File: src/rtl/serial_bit_feeder.sv
// Parallel-to-serial front end for the bit-serial sequence detectors: takes a word over
// valid/ready, emits it one bit per DIV clocks with a sampling strobe and an end-of-frame pulse.
module serial_bit_feeder #(
  parameter int WIDTH     = 8,
  parameter int DIV       = 4,
  parameter int MSB_FIRST = 1
) (
  input  logic             clk,
  input  logic             rst_n,
  input  logic             clear,
  input  logic [WIDTH-1:0] din,
  input  logic             din_valid,
  output logic             din_ready,
  output logic             bit_out,
  output logic             bit_en,
  output logic             busy,
  output logic             frame_done
);

  localparam int BW = (WIDTH > 1) ? $clog2(WIDTH) : 1;
  localparam int DW = (DIV > 1) ? $clog2(DIV) : 1;

  localparam logic [BW-1:0] BLAST = BW'(WIDTH - 1);
  localparam logic [DW-1:0] DLAST = DW'(DIV - 1);
  localparam logic [DW-1:0] DPRE  = DW'(DIV - 2);

  if (WIDTH < 2) begin : g_bad_width
    $error("serial_bit_feeder: WIDTH must be at least 2");
  end
  if (DIV < 2) begin : g_bad_div
    $error("serial_bit_feeder: DIV must be at least 2");
  end

  typedef enum logic {
    IDLE  = 1'b0,
    SHIFT = 1'b1
  } state_t;

  state_t           state_q, state_n;
  logic [WIDTH-1:0] sreg_q, sreg_n;
  logic [BW-1:0]    bcnt_q, bcnt_n;
  logic [DW-1:0]    dcnt_q, dcnt_n;
  logic             bit_out_n;
  logic             bit_en_n;
  logic             frame_done_n;

  // Bit that leaves first when a word is loaded.
  function automatic logic first_bit(input logic [WIDTH-1:0] w);
    if (MSB_FIRST != 0) return w[WIDTH-1];
    else                return w[0];
  endfunction

  // Bit that becomes current after the next shift.
  function automatic logic next_bit(input logic [WIDTH-1:0] s);
    if (MSB_FIRST != 0) return s[WIDTH-2];
    else                return s[1];
  endfunction

  function automatic logic [WIDTH-1:0] shift_word(input logic [WIDTH-1:0] s);
    if (MSB_FIRST != 0) return {s[WIDTH-2:0], 1'b0};
    else                return {1'b0, s[WIDTH-1:1]};
  endfunction

  assign din_ready = (state_q == IDLE) & ~clear;

  always_comb begin
    state_n      = state_q;
    sreg_n       = sreg_q;
    bcnt_n       = bcnt_q;
    dcnt_n       = dcnt_q;
    bit_out_n    = bit_out;
    bit_en_n     = 1'b0;
    frame_done_n = 1'b0;

    if (clear) begin
      state_n   = IDLE;
      sreg_n    = '0;
      bcnt_n    = '0;
      dcnt_n    = '0;
      bit_out_n = 1'b0;
    end else begin
      unique case (state_q)
        IDLE: begin
          if (din_valid && din_ready) begin
            state_n   = SHIFT;
            sreg_n    = din;
            bcnt_n    = '0;
            dcnt_n    = '0;
            bit_out_n = first_bit(din);
          end
        end
        SHIFT: begin
          dcnt_n = (dcnt_q == DLAST) ? '0 : dcnt_q + DW'(1);
          // Strobe lands in the last clock of the bit period, after DIV-1 settled clocks.
          if (dcnt_q == DPRE) bit_en_n = 1'b1;
          if (dcnt_q == DLAST) begin
            if (bcnt_q == BLAST) begin
              state_n      = IDLE;
              frame_done_n = 1'b1;
              bit_out_n    = 1'b0;
            end else begin
              sreg_n    = shift_word(sreg_q);
              bcnt_n    = bcnt_q + BW'(1);
              bit_out_n = next_bit(sreg_q);
            end
          end
        end
        default: state_n = IDLE;
      endcase
    end
  end

  always_ff @(posedge clk or negedge rst_n) begin
    if (!rst_n) begin
      state_q    <= IDLE;
      sreg_q     <= '0;
      bcnt_q     <= '0;
      dcnt_q     <= '0;
      bit_out    <= 1'b0;
      bit_en     <= 1'b0;
      busy       <= 1'b0;
      frame_done <= 1'b0;
    end else begin
      state_q    <= state_n;
      sreg_q     <= sreg_n;
      bcnt_q     <= bcnt_n;
      dcnt_q     <= dcnt_n;
      bit_out    <= bit_out_n;
      bit_en     <= bit_en_n;
      busy       <= (state_n == SHIFT);
      frame_done <= frame_done_n;
    end
  end

endmodule

File: config.mk
export PLATFORM = sky130hd
export DESIGN_NAME = serial_bit_feeder
export DESIGN_NICKNAME = d
export VERILOG_FILES = /design/src/rtl/serial_bit_feeder.sv
export SDC_FILE = /design/constraint.sdc
export NUM_CORES = 1
export LEC_CHECK = 0
export CAP_MARGIN = 15
export CELL_PAD_IN_SITES_DETAIL_PLACEMENT = 2
export CELL_PAD_IN_SITES_GLOBAL_PLACEMENT = 2
export CORE_MARGIN = 10
export CORE_UTILIZATION = 31
export CTS_CLUSTER_SIZE = 16
export DETAILED_ROUTE_END_ITERATION = 8
export PLACE_DENSITY_LB_ADDON = 0.2
export SYNTH_ARGS = -nofsm -noshare
export SYNTH_HDL_FRONTEND = slang
export SYNTH_SLANG_ARGS = --single-unit
export TNS_END_PERCENT = 10
File: constraint.sdc
create_clock -name clk -period 2.4 [get_ports clk]
set_clock_uncertainty 0.05 [all_clocks]
set_input_delay 0.36 -clock clk [delete_from_list [all_inputs] [get_ports clk]]
set_output_delay 0.36 -clock clk [all_outputs]
set_load 0.01 [all_outputs]
# [Word-level counts from Yosys, hierarchy flattened]
# Cells that the tools add are included.
[word_totals] regBits=16 wordCells=52 out_inout_bits=5 input_bits=12
[classes] addsub=2 bitwise_logic=3 n_eq_ne=6 reduce_logical=3 mux=31
[op_table] operator="$mux 7" count=4
[op_table] operator="$mux 1" count=15
[op_table] operator="$pmux 7 s2" count=1
[op_table] operator="$mux 3" count=4
[op_table] operator="$mux 2" count=3
[op_table] operator="$ne 3x2->1 const B" count=2
[op_table] operator="$pmux 3 s2" count=1
[op_table] operator="$eq 2x2->1 const B" count=2
[op_table] operator="$pmux 1 s2" count=2
[op_table] operator="$pmux 2 s2" count=1
[op_table] operator="$add 3x1->3 const B" count=1
[op_table] operator="$eq 3x3->1 const B" count=1
[op_table] operator="$ne 3x3->1 const B" count=1
[op_table] operator="$reduce_and 3->1" count=1
[op_table] operator="$add 2x1->2 const B" count=1
[op_table] operator="$not 1->1" count=2
[op_table] operator="$reduce_and 2->1" count=1
[op_table] operator="$and 1x1->1" count=1
[op_table] operator="$logic_and 1x1->1" count=1

# [Depth between registers and ports, before layout]
# Gate-level depths: netlist of the first run.
[depth] depth_word=6 mapped_depth=5 ltp_nobuf=5

# [Worst setup path before layout of the first run]
# Ideal clock, no wire load.
[synth_timing] path_type="reg2reg" start="register bcnt_q[0]" end="register bcnt_q[0]" synth_period_minus_slack_ns=1.802 setup_time_ns=0.125 required_time_ns=2.225 stages_incl_launch_ff=6 arrival_ns=1.627 n_path_buf=0 path_slack_ns=0.598 cell_sequence="dfrtp_1 > ha_1 > ha_1 > inv_1 > a311oi_4 > mux2_2"
[synth_between] elab_chain_len=5 elab_cells_between_ends=8 cone_classes="1 x add/sub; 2 x eq/ne; 4 x mux; 1 x reduce/logical"
[synth_lines] element="from (decl)" line="41" rtl="logic [BW-1:0] bcnt_q, bcnt_n;"
[synth_lines] element="from (signal assigned)" line="126" rtl="bcnt_q <= bcnt_n;"
[synth_lines] element="$add 3x1->3" line="103" rtl="bcnt_n = bcnt_q + BW'(1);"
[synth_lines] element="$mux 3" line="97" rtl="if (bcnt_q == BLAST) begin"
[synth_lines] element="$mux 3" line="96" rtl="if (dcnt_q == DLAST) begin"
[synth_lines] element="$pmux 3 s2" line="82" rtl="unique case (state_q)"
[synth_lines] element="$mux 3" line="75" rtl="if (clear) begin"
# Several ways; a longest one is shown, not always the timed one. The select of a mux whose other input is x is not followed.
# A chain may end at the register's enable or synchronous reset.

# [Worst setup path after layout of the first run]
[layout_timing] start="input port clear" end="output port din_ready"
[layout_between] elab_chain_len=2
[layout_lines] element="from (decl)" line="10" rtl="input logic clear,"
[layout_lines] element="$not 1->1" line="64" rtl="assign din_ready = (state_q == IDLE) & ~clear;"
[layout_lines] element="$and 1x1->1" line="64"
[layout_lines] element="to (decl)" line="13" rtl="output logic din_ready,"
# Every way passes these cells.

==> run summary, run 1 <==
Setup repair after global routing left no endpoint under its margin. The worst register-to-register path ends at sreg_q[6]$_DFFE_PN0P_. The number of register bits inferred by synthesis came out at 16. By area the synthesized netlist is led by sky130_fd_sc_hd__dfrtp_1 (48%), sky130_fd_sc_hd__mux2i_1 (11%), sky130_fd_sc_hd__mux2_2 (9.5%). The power density over the cells came out at 544.3 mW/mm². The number of DRC markers in iteration 0 came out at 23. For this run, the share of the core covered by cells in the final layout is 0.4266. The share of synthesized area occupied by flip-flops and latches is 0.4819. The cell area that synthesis handed to floorplanning was between 800 and 900 µm². For this run, the total global-route usage over all layers was measured as 0.08511. The initial cell density of the core came out at 0.3294.

The number of global-route vias before repair is 715. The final-layout worst hold slack came out at approximately 450 ps. In the final timing run, aggregate negative setup slack is 0 ps. The post-layout minimum cycle time came out at around 2100 ps. The number of cells on the worst reg-to-reg path came out at 6. The number of I/O port buffers came out at 16.

The routed wire length came out at 1.964 mm. The area of the core region is 0.002522 mm². Summing over every cut layer, the via total after detailed routing is roughly 600. The total overflow reported by the global router is 0. STA classifies the critical path endpoint as an output pin. The clock transition time at the flip-flop clock pins of the worst setup and hold paths came out at ~100 ps. The area growth from synthesis to final layout came out at 29.52%. The later-pin clock latency in the skew report is 300 ps. Derived from the worst setup path, the maximum achievable clock frequency is 484.9 MHz. The worst setup path is launched from an input port. The number of buffers between clock root and the deepest sink is 2. The critical path in this run is classified as input port to output pin. The number of nets in the final layout is 111.

The number of I/O pins is 17. The run finished with clean final reports. The required arrival time at the worst endpoint came out at 1990 ps.

The share of the synthesized area in the top cell type is 0.4819. The floorplan has 18 rows. In this run the remaining antenna-violating nets after routing total 0.

The post-route fraction of the period consumed by the critical path came out at 0.8593. The class of the tightest hold or removal check is input port to async pin. For the pin with the worst max-slew slack, the measured transition is 756.9 ps. The Yosys step of the flow raised 0 warnings. The width of the die came out at 71.77 µm. The largest driver fanout on the critical path came out at 7. The full die area is 0.005151 mm². For this design the static power due to leakage is 0.4925 nW. The post-cts sizing count came out at 0. Headroom to the max-slew limit came out at 0.4938. The number of clock buffers added by TritonCTS is 3. The number of antenna violations at the first check in global routing is 0. STA puts the critical path data arrival time at between 1500 and 2000 ps.

The largest total area in the synthesized netlist belongs to sky130_fd_sc_hd__dfrtp_1. The largest vdd supply drop came out at 0.3760 mV. Following the worst setup path forward leads to its endpoint at din_ready. The mean routed wirelength per cell came out at roughly 16 µm. The post-CTS setup repair buffer count is 0.

TritonCTS built the clock tree. The level count of the clock H-tree came out at 1. The startpoint identified for the worst register-to-register timing path is bcnt_q[0]$_DFFE_PN0P_. In this run the worst setup path begins at clear.

The placement-stage worst setup slack came out at 291.0 ps. The power consumption is 0.5857 mW. The hold violation total from the final report came out at 0. After layout, the worst setup slack is 337.7 ps. The average instance area after synthesis is ~11 µm². The pre-antenna-repair detailed-routing pass consisted of 4 iterations. Dividing the detail-routed via count by the number of cells gives 4.831.

After clock tree synthesis, the flow added hold-fix buffers numbering 0. The total count of max-transition violations in the final report came out at 0. The worst setup slack for register-to-register paths is 540 ps. The tool flagged a number of max-cap violations equal to 0. The final-report setup violation count is 0. The fraction of final layout cells with drive strength greater than 1 is 0.1809. In the layout the commonest cells are sky130_fd_sc_hd__dfrtp_1 (16), sky130_fd_sc_hd__clkdlybuf4s50_1 (16), sky130_fd_sc_hd__nor2_1 (11), sky130_fd_sc_hd__mux2i_1 (9), sky130_fd_sc_hd__mux2_2 (7). The number of nets in the synthesized netlist is 89. The die height came out at between 70 and 80 µm. The count of inserted antenna diode cells is 0. The number of clock sinks came out at 16. The detailed placer's ending HPWL came out at 1.522 mm. The post-detailed-route DRC marker count is 0.

The placer congestion estimate is around 0.69. The cell count after synthesis came out at 73. The wire length of the first global-routing pass came out at 3.470 mm. The number of distinct standard cells referenced by the synthesized netlist is 20. Entering global routing, the biggest net connects 17 pins.

The tree is rooted in a sky130_fd_sc_hd__clkbuf_4.
==> area by class of cell <==
type,instances,area [µm²]
tap,30,37.54
inverter,5,18.77
timing repair buffer,20,190.2
sequential,16,400.4
clock buffer,4,36.28
fill,277,1446
multi-input combinational,49,392.9
==> worst min path at each step <==
stage | startpoint | to | cells after the start
floorplan | rst_n | bcnt_q[0]$_DFFE_PN0P_ | 0
finish | rst_n | bcnt_q[1]$_DFFE_PN0P_ | 1
global placement | sreg_q[5]$_DFFE_PN0P_ | sreg_q[5]$_DFFE_PN0P_ | 1
detailed placement | sreg_q[1]$_DFFE_PN0P_ | sreg_q[1]$_DFFE_PN0P_ | 1
CTS | rst_n | bcnt_q[1]$_DFFE_PN0P_ | 1
global route | rst_n | bcnt_q[1]$_DFFE_PN0P_ | 1
==> where the power goes <==
part | leakage [nW] | internal [mW] | switching [mW] | total [mW]
logic | 0.258 | 0.0576 | 0.0431 | 0.101
clock network | 0.0210 | 0.0926 | 0.0914 | 0.184
registers | 0.214 | 0.287 | 0.0139 | 0.301
==> registers in the layout (all words and copies together) (netlist names) <==
| signal | flops |
|---|---|
| bcnt_q | 3 |
| bit_en | 1 |
| bit_out | 1 |
| dcnt_q | 2 |
| frame_done | 1 |
| sreg_q | 7 |
| state_q | 1 |
==> synth_stat cells <==
cell type                   n
sky130_fd_sc_hd__mux2i_1    9
sky130_fd_sc_hd__clkbuf_1   2
sky130_fd_sc_hd__and2_1     1
sky130_fd_sc_hd__a311oi_4   1
sky130_fd_sc_hd__a22oi_1    1
sky130_fd_sc_hd__dfrtp_1   16
sky130_fd_sc_hd__and3_1     1
sky130_fd_sc_hd__ha_1       4
sky130_fd_sc_hd__a211oi_1   1
sky130_fd_sc_hd__inv_1      5
sky130_fd_sc_hd__nor2_1    11
sky130_fd_sc_hd__nor2b_2    1
sky130_fd_sc_hd__a21oi_1    1
sky130_fd_sc_hd__nand2_1    3
sky130_fd_sc_hd__nand3_1    1
sky130_fd_sc_hd__buf_6      1
sky130_fd_sc_hd__mux2_2     7
sky130_fd_sc_hd__nor2b_1    4
sky130_fd_sc_hd__a311oi_1   2
sky130_fd_sc_hd__nand2b_1   1
==> cells by family (layout without fill, tap and decap cells) <==
logic type	count (synthesis)	in the layout	synth area share
AOI/OAI and AO/OA	6	6	0.07682
buffers and inverters	8	29	0.04519
and+or+nand+nor	23	23	0.1325
adders and majority gates	4	4	0.06024
muxes	16	16	0.2033
DFF	16	16	0.4819
==> worst max-delay path: stages <==
cell and delay, ps:
sky130_fd_sc_hd__clkdlybuf4s50_1 540, sky130_fd_sc_hd__nor2_1 190, sky130_fd_sc_hd__clkdlybuf4s50_1 560
==> metrics by stage <==
stage                     std cells  cell area (µm²)
final                           124             1076
after global routing            124             1076
after CTS                       124             1076
after detailed placement        120             1040
after global placement          120             1040
after floorplan                  73            830.8
==> metal layers <==
layer	vias up	wire length [µm]	GRT usage
met5	-	0	0
met4	0	48	0.05161
met3	5	164	0.03857
met2	15	860	0.1304
met1	290	890	0.09429
li1	289	-	-
Note: power is estimated with default switching activity, not from simulation.
==> run 2: changes to the inputs <==
CORE_ASPECT_RATIO = 1.5   (was not set)
CORE_MARGIN = 5   (was 10)
CORE_UTILIZATION = 33   (was 31)
CTS_BUF_LIST = sky130_fd_sc_hd__clkbuf_4   (was not set)
==> run 2 against run 1 <==
Against the previous run:
- global-route usage up 3.1 points
- die area down 29%
- utilization up 0.73 points
- count of clock-buffer cells in the layout down 1
- sequential power about the same
- first-iteration DRC count down 87%
==> run summary, run 2 (synthesis gave the netlist of run 1 again) <==
Result of the run: completed (unchanged). The combined global-route utilization of all metal layers came out at 0.1161 (was 0.08511). The total overflow reported by the global router is 0 (unchanged). The number of vias in the routed layout came out at 611 (was 599). Commonest cells after routing, fill and taps aside: sky130_fd_sc_hd__dfrtp_1 (16), sky130_fd_sc_hd__clkdlybuf4s50_1 (16), sky130_fd_sc_hd__nor2_1 (11), sky130_fd_sc_hd__mux2i_1 (9), sky130_fd_sc_hd__mux2_2 (7) (unchanged). The count of inserted antenna diode cells came out at 0 (unchanged). The instance count after placement with tap cells included is 113 (was 120). Registers with the highest flip-flop counts: sreg_q x7, bcnt_q x3, dcnt_q x2 (unchanged). The area growth from synthesis to final layout came out at 26.51% (was 29.52%). The placer congestion estimate is 0.7378 (was 0.6946).

The width of the die was 50.97 µm (was 71.77 µm). The largest net degree at the start of global routing came to 17 (unchanged). The sum of negative setup slack is 0 ps (unchanged). The full die area was 0.003642 mm² (was 0.005151 mm²). The number of placement rows is 22 (was 18). The number of buffers between clock root and the deepest sink is 2 (unchanged). The mean routed wirelength per cell came out at 15.22 µm (was 15.84 µm). The initial cell density of the core is 0.3430 (was 0.3294). The number of filler instances in the final layout came out at 270 (was 277). The register ranked first by flip-flop count was sreg_q (unchanged). The sequential standard cell area came to 400.4 µm² (unchanged). The hold violation total from the final report was 0 (unchanged). The later-pin clock latency in the skew report is 290 ps (was 300 ps). The fraction of final layout cells with drive strength greater than 1 came to 0.1613 (was 0.1809). The power density over the cells is 520.5 mW/mm² (was 544.3 mW/mm²). The total count of max-transition violations in the final report is 0 (unchanged). The number of antenna violations at the first check in global routing came out at 0 (unchanged).

The number of flip-flops in the largest register is 7 (unchanged). The required arrival time at the worst endpoint is 1990 ps (about the same). The number of global-route vias before repair came out at 695 (was 715). The average via count per standard cell is 5.222 (was 4.831).

The number of DRC markers in iteration 0 came to 3 (was 23). The number of I/O pins is 17 (unchanged). The post-CTS setup repair buffer count is 0 (unchanged). The root buffer selected by CTS is sky130_fd_sc_hd__clkbuf_4 (unchanged).

The post-cts sizing count came out at 0 (unchanged). The clock tree from TritonCTS was yes (unchanged). The level count of the clock H-tree came out at 1 (unchanged). The maximum achievable frequency is 478.7 MHz (was 484.9 MHz). The number of buffers inserted by hold repair at cts came out at 0 (unchanged). The total iterations of the first detailed-routing run came out at 2 (was 4).

The post-detailed-route DRC marker count was 0 (unchanged). The clock transition time at the flip-flop clock pins of the worst setup and hold paths came out at 100 ps (about the same). The post-route core utilization is 0.4339 (was 0.4266). The detailed placer's ending HPWL came out at 1.341 mm (was 1.522 mm).

The number of routed nets with antenna violations is 0 (unchanged). The post-route fraction of the period consumed by the critical path came to 0.8703 (was 0.8593). The transition time of the tightest slew-check pin came to 746.5 ps (was 756.9 ps). The max-cap check violation count came to 0 (unchanged). The worst slew slack as a fraction of its limit is 0.5008 (was 0.4938). The number of nets in the final layout came out at 110 (was 111). The largest driver fanout on the critical path was 14 (was 7).

Unrepaired setup endpoints after global routing: false (unchanged). The number of clock sinks came out at 16 (unchanged). The area of the core region was 0.002422 mm² (was 0.002522 mm²). The number of cells on the worst reg-to-reg path was 6 (unchanged).

The multi-input gate area in the final layout is 392.9 µm² (unchanged). The post-layout minimum cycle time is 2089 ps (was 2062 ps). The number of I/O port buffers came to 16 (unchanged).

The type of element launching the critical path is a flip-flop (was input port). The class of the tightest hold or removal check was input port to async pin (unchanged). The class of the most critical setup path is flip-flop to output pin (was input port to output pin).

The final-report setup violation count is 0 (unchanged). The number of clock buffers inserted by TritonCTS is 3 (unchanged). The static power due to leakage came out at 0.4818 nW (was 0.4925 nW).

The die height came out at 71.45 µm (was 71.77 µm). The post-layout instance count excluding filler cells is 117 (was 124). The arrival time of data at the critical path endpoint is 1680 ps (was 1650 ps).

The largest vdd supply drop came out at 0.2483 mV (was 0.3760 mV). The kind of capture point of the worst setup path is an output pin (unchanged). The routed wire length is 1.781 mm (was 1.964 mm). The wire length of the first global-routing pass came out at 3.305 mm (was 3.470 mm).
[run 2: cell types whose count changed in the layout (fill, tap and decap cells not counted), sizes merged]
cell and delta:
clkinv +1, buf -1, clkbuf -1
[run 2: layout make-up]
class / instances / area share
Inverter: 5 / 0.01786
Tap cell: 24 / 0.02857
Clock inverter: 1 / 0.003571
Timing Repair Buffer: 19 / 0.1738
Multi-Input combinational cell: 49 / 0.3738
Clock buffer: 3 / 0.02143
Sequential cell: 16 / 0.3810
[run 2: routing by layer]
layer	global-route usage	vias up	routed length (µm)
met5	0	-	0
li1	-	288	-
met3	0.02703	2	93
met1	0.1386	309	746
met2	0.1934	12	918
met4	0.05114	0	23
[run 2: where the power goes]
group / switching (mW) / internal [mW] / total [mW]
clock network: 0.0878 / 0.0604 / 0.148
logic: 0.0398 / 0.0563 / 0.0961
registers: 0.0158 / 0.287 / 0.303
total: 0.143 / 0.404 / 0.547
[run 2: critical path: stages (launching register included)]
cell and delay [ps]:
sky130_fd_sc_hd__dfrtp_1 590, sky130_fd_sc_hd__nor2_1 240, sky130_fd_sc_hd__clkdlybuf4s50_1 570
[run 2: worst paths after layout]
check                                       from                     to  slack [ps]
max                            state_q$_DFF_PN0_              din_ready         310
min                                        rst_n  sreg_q[6]$_DFFE_PN0P_         450
max reg2reg                bcnt_q[0]$_DFFE_PN0P_  sreg_q[5]$_DFFE_PN0P_         530
min reg2reg                sreg_q[2]$_DFFE_PN0P_  sreg_q[2]$_DFFE_PN0P_         470
max in group asynchronous                  rst_n      state_q$_DFF_PN0_        1370
min in group clk           sreg_q[2]$_DFFE_PN0P_  sreg_q[2]$_DFFE_PN0P_         470
[run 2: through the flow]
step	instance area (µm²)	total power, mW	setup WS, ps	hold WS [ps]
2_1_floorplan	830.8	0.3589	598.1	14.41
3_3_place_gp	1025	0.4040	368.0	439.8
3_5_place_dp	1025	0.4077	347.2	452.9
4_1_cts	1051	0.5556	279.7	477.0
5_1_grt	1051	0.5831	182.5	496.6
6_report	1051	0.5471	311.2	453.4
==> run 3: changes to the inputs <==
CORE_ASPECT_RATIO = not set   (was 1.5)
==> run 3 against run 2 <==
Against the previous run:
- die area shrank 0.57%
- wire length shrank 2.2%
- register-to-register slack gained 20 ps
- utilization grew 0.44 points
- clock power is essentially flat
- flip-flop and latch count is the same
- first-iteration DRC count grew to 4.3 times the previous value
- combinational power grew 1%
- sequential share of layout area shrank 0.54 points
- power is essentially flat
==> run summary, run 3 (synthesis gave the netlist of run 1 again) <==
The total iterations of the first detailed-routing run was 2 (unchanged). The number of buffers inserted by hold repair at cts came out at 0 (unchanged). The width of the die is 60.18 µm (was 50.97 µm). The number of flip-flops in the largest register is 7 (unchanged). The post-route fraction of the period consumed by the critical path came to 0.8554 (was 0.8703). The number of filler instances in the final layout is 265 (was 270). The largest vdd supply drop is 0.4065 mV (was 0.2483 mV). Commonest cells after routing, fill and taps aside: sky130_fd_sc_hd__dfrtp_1 (16), sky130_fd_sc_hd__clkdlybuf4s50_1 (16), sky130_fd_sc_hd__nor2_1 (11), sky130_fd_sc_hd__mux2i_1 (9), sky130_fd_sc_hd__mux2_2 (7) (unchanged). The detailed placer's ending HPWL is 1.284 mm (was 1.341 mm).

The class of the tightest hold or removal check was input port to async pin (unchanged). The transition time of the tightest slew-check pin came out at 748.5 ps (was 746.5 ps). The largest driver fanout on the critical path is 11 (was 14). The number of clock sinks is 16 (unchanged). The area growth from synthesis to final layout came out at 28.31% (was 26.51%). Result of the run: completed (unchanged). The relative contribution of sequential cells to total power came out at 0.552 (was 0.554).

The hold violation total from the final report came out at 0 (unchanged). The internal power contribution came out at 0.4045 mW (was 0.4037 mW). The final-report setup violation count is 0 (unchanged). The switching part of the total power is 0.2610 (was 0.2621).

The post-layout minimum cycle time came to 2053 ps (was 2089 ps). The maximum single-stage delay on the critical path came out at 580 ps (was 590 ps). The number of global-route vias before repair came out at 658 (was 695). The combined global-route utilization of all metal layers came to 0.1096 (was 0.1161). The routed wire length came out at 1.741 mm (was 1.781 mm). The static power due to leakage is 0.4866 nW (was 0.4818 nW). The post-cts sizing count came out at 0 (unchanged). The sum of negative setup slack came to 0 ps (unchanged).

The die height came out at 60.18 µm (was 71.45 µm). The root buffer selected by CTS was sky130_fd_sc_hd__clkbuf_4 (unchanged). The post-CTS setup repair buffer count came out at 0 (unchanged). Unrepaired setup endpoints after global routing: false (unchanged). The area of the core region is 0.002432 mm² (was 0.002422 mm²). The kind of capture point of the worst setup path is an output pin (unchanged). The arrival time of data at the critical path endpoint is 1640 ps (was 1680 ps).

The proportion of power drawn by combinational gates is 0.178 (was 0.176). Cells along the critical path: nor2_1 > clkdlybuf4s50_1 (unchanged). The max-cap check violation count is 0 (unchanged).

The placer congestion estimate is 0.6481 (was 0.7378). The number of nets in the final layout came to 111 (was 110). The power consumption is 0.5474 mW (was 0.5471 mW).

The number of clock buffers inserted by TritonCTS is 3 (unchanged). The number of placement rows is 18 (was 22). The register ranked first by flip-flop count is sreg_q (unchanged). The number of I/O pins is 17 (unchanged).

The average via count per standard cell came out at 4.847 (was 5.222). The worst setup slack for register-to-register paths was 550 ps (was 530 ps). The class of the most critical setup path is flip-flop to output pin (unchanged). The type of element launching the critical path is a flip-flop (unchanged). The maximum achievable frequency is 487.1 MHz (was 478.7 MHz).

The largest net degree at the start of global routing came out at 17 (unchanged). The later-pin clock latency in the skew report is 280 ps (was 290 ps). The fraction of final layout cells with drive strength greater than 1 came to 0.1702 (was 0.1613). The required arrival time at the worst endpoint came out at 1990 ps (about the same). The part of the total power dissipated in the clock network is 0.271 (about the same). The cell with the largest stage delay on the worst path is sky130_fd_sc_hd__dfrtp_1 (unchanged). The wire length of the first global-routing pass came out at 3.029 mm (was 3.305 mm). The worst slew slack as a fraction of its limit is 0.4994 (was 0.5008). Registers with the highest flip-flop counts: sreg_q x7, bcnt_q x3, dcnt_q x2 (unchanged). The clock transition time at the flip-flop clock pins of the worst setup and hold paths is 100 ps (about the same). The number of vias in the routed layout is 601 (was 611). The total overflow reported by the global router came to 0 (unchanged). The full die area came out at 0.003621 mm² (was 0.003642 mm²). The number of antenna violations at the first check in global routing is 0 (unchanged). The post-detailed-route DRC marker count came out at 0 (unchanged).

The number of I/O port buffers came to 16 (unchanged). The level count of the clock H-tree was 1 (unchanged). The power density over the cells is 513.5 mW/mm² (was 520.5 mW/mm²). The initial cell density of the core is 0.3416 (was 0.3430). The switching power was 0.1429 mW (was 0.1434 mW). The total count of max-transition violations in the final report came out at 0 (unchanged).

The number of buffers between clock root and the deepest sink is 2 (unchanged). The clock tree from TritonCTS was yes (unchanged). The count of inserted antenna diode cells came to 0 (unchanged). The number of routed nets with antenna violations was 0 (unchanged). The mean routed wirelength per cell came out at 14.04 µm (was 15.22 µm).

The number of DRC markers in iteration 0 is 13 (was 3).
-- run 3: final timing paths --
| check | startpoint | end | depth (start not counted) |
|---|---|---|---|
| min in group clk | sreg_q[6]$_DFFE_PN0P_ | sreg_q[6]$_DFFE_PN0P_ | 1 |
| worst min register to register | sreg_q[6]$_DFFE_PN0P_ | sreg_q[6]$_DFFE_PN0P_ | 1 |
| worst max register to register | bcnt_q[0]$_DFFE_PN0P_ | sreg_q[5]$_DFFE_PN0P_ | 6 |
| worst min-delay path | rst_n | bit_out$_DFFE_PN0P_ | 1 |
| worst max-delay path | state_q$_DFF_PN0_ | din_ready | 2 |
| max in group asynchronous | rst_n | sreg_q[5]$_DFFE_PN0P_ | 1 |
-- run 3: layout make-up --
class | instances | area (µm²) | share of cell area
Timing Repair Buffer | 20 | 190.2 | 0.1784
Clock buffer | 3 | 22.52 | 0.02113
Sequential cell | 16 | 400.4 | 0.3756
Tap cell | 30 | 37.54 | 0.03521
Clock inverter | 1 | 3.754 | 0.003521
Inverter | 5 | 18.77 | 0.01761
Multi-Input combinational cell | 49 | 392.9 | 0.3685
-- run 3: metal layers --
layer,part of all wire,global-route usage,up-vias
li1,-,-,289
met1,0.47,0.1481,299
met2,0.46,0.1821,11
met3,0.049,0.02160,2
met4,0.011,0.01899,0
met5,0,0,-
-- run 3: power groups by stage --
stage / Combinational, mW / Sequential, mW / Clock, mW
CTS: 0.0998 / 0.303 / 0.154
global placement: 0.0973 / 0.307 / 0
global route: 0.110 / 0.305 / 0.162
floorplan: 0.0571 / 0.302 / 0
finish: 0.0972 / 0.302 / 0.148
detailed placement: 0.0994 / 0.308 / 0
-- run 3: per-stage QoR --
stage	hold WS (ps)	worst slack [ps]	util	instances	cell area, µm²
4_1_cts	470.6	331.7	0.4383	124	1066
2_1_floorplan	14.41	598.1	-	73	830.8
3_5_place_dp	446.3	362.2	0.4275	120	1040
6_report	461.4	347.1	0.4383	124	1066
5_1_grt	491.3	235.6	0.4383	124	1066
3_3_place_gp	441.1	374.7	0.4275	120	1040
-- run 3: worst max-delay path, delay by kind of cell, from the launching register on --
kind / cells / cell delay [ps]
DFF: 1 / 580
buffers and inverters: 1 / 560
and+or+nand+nor: 1 / 220
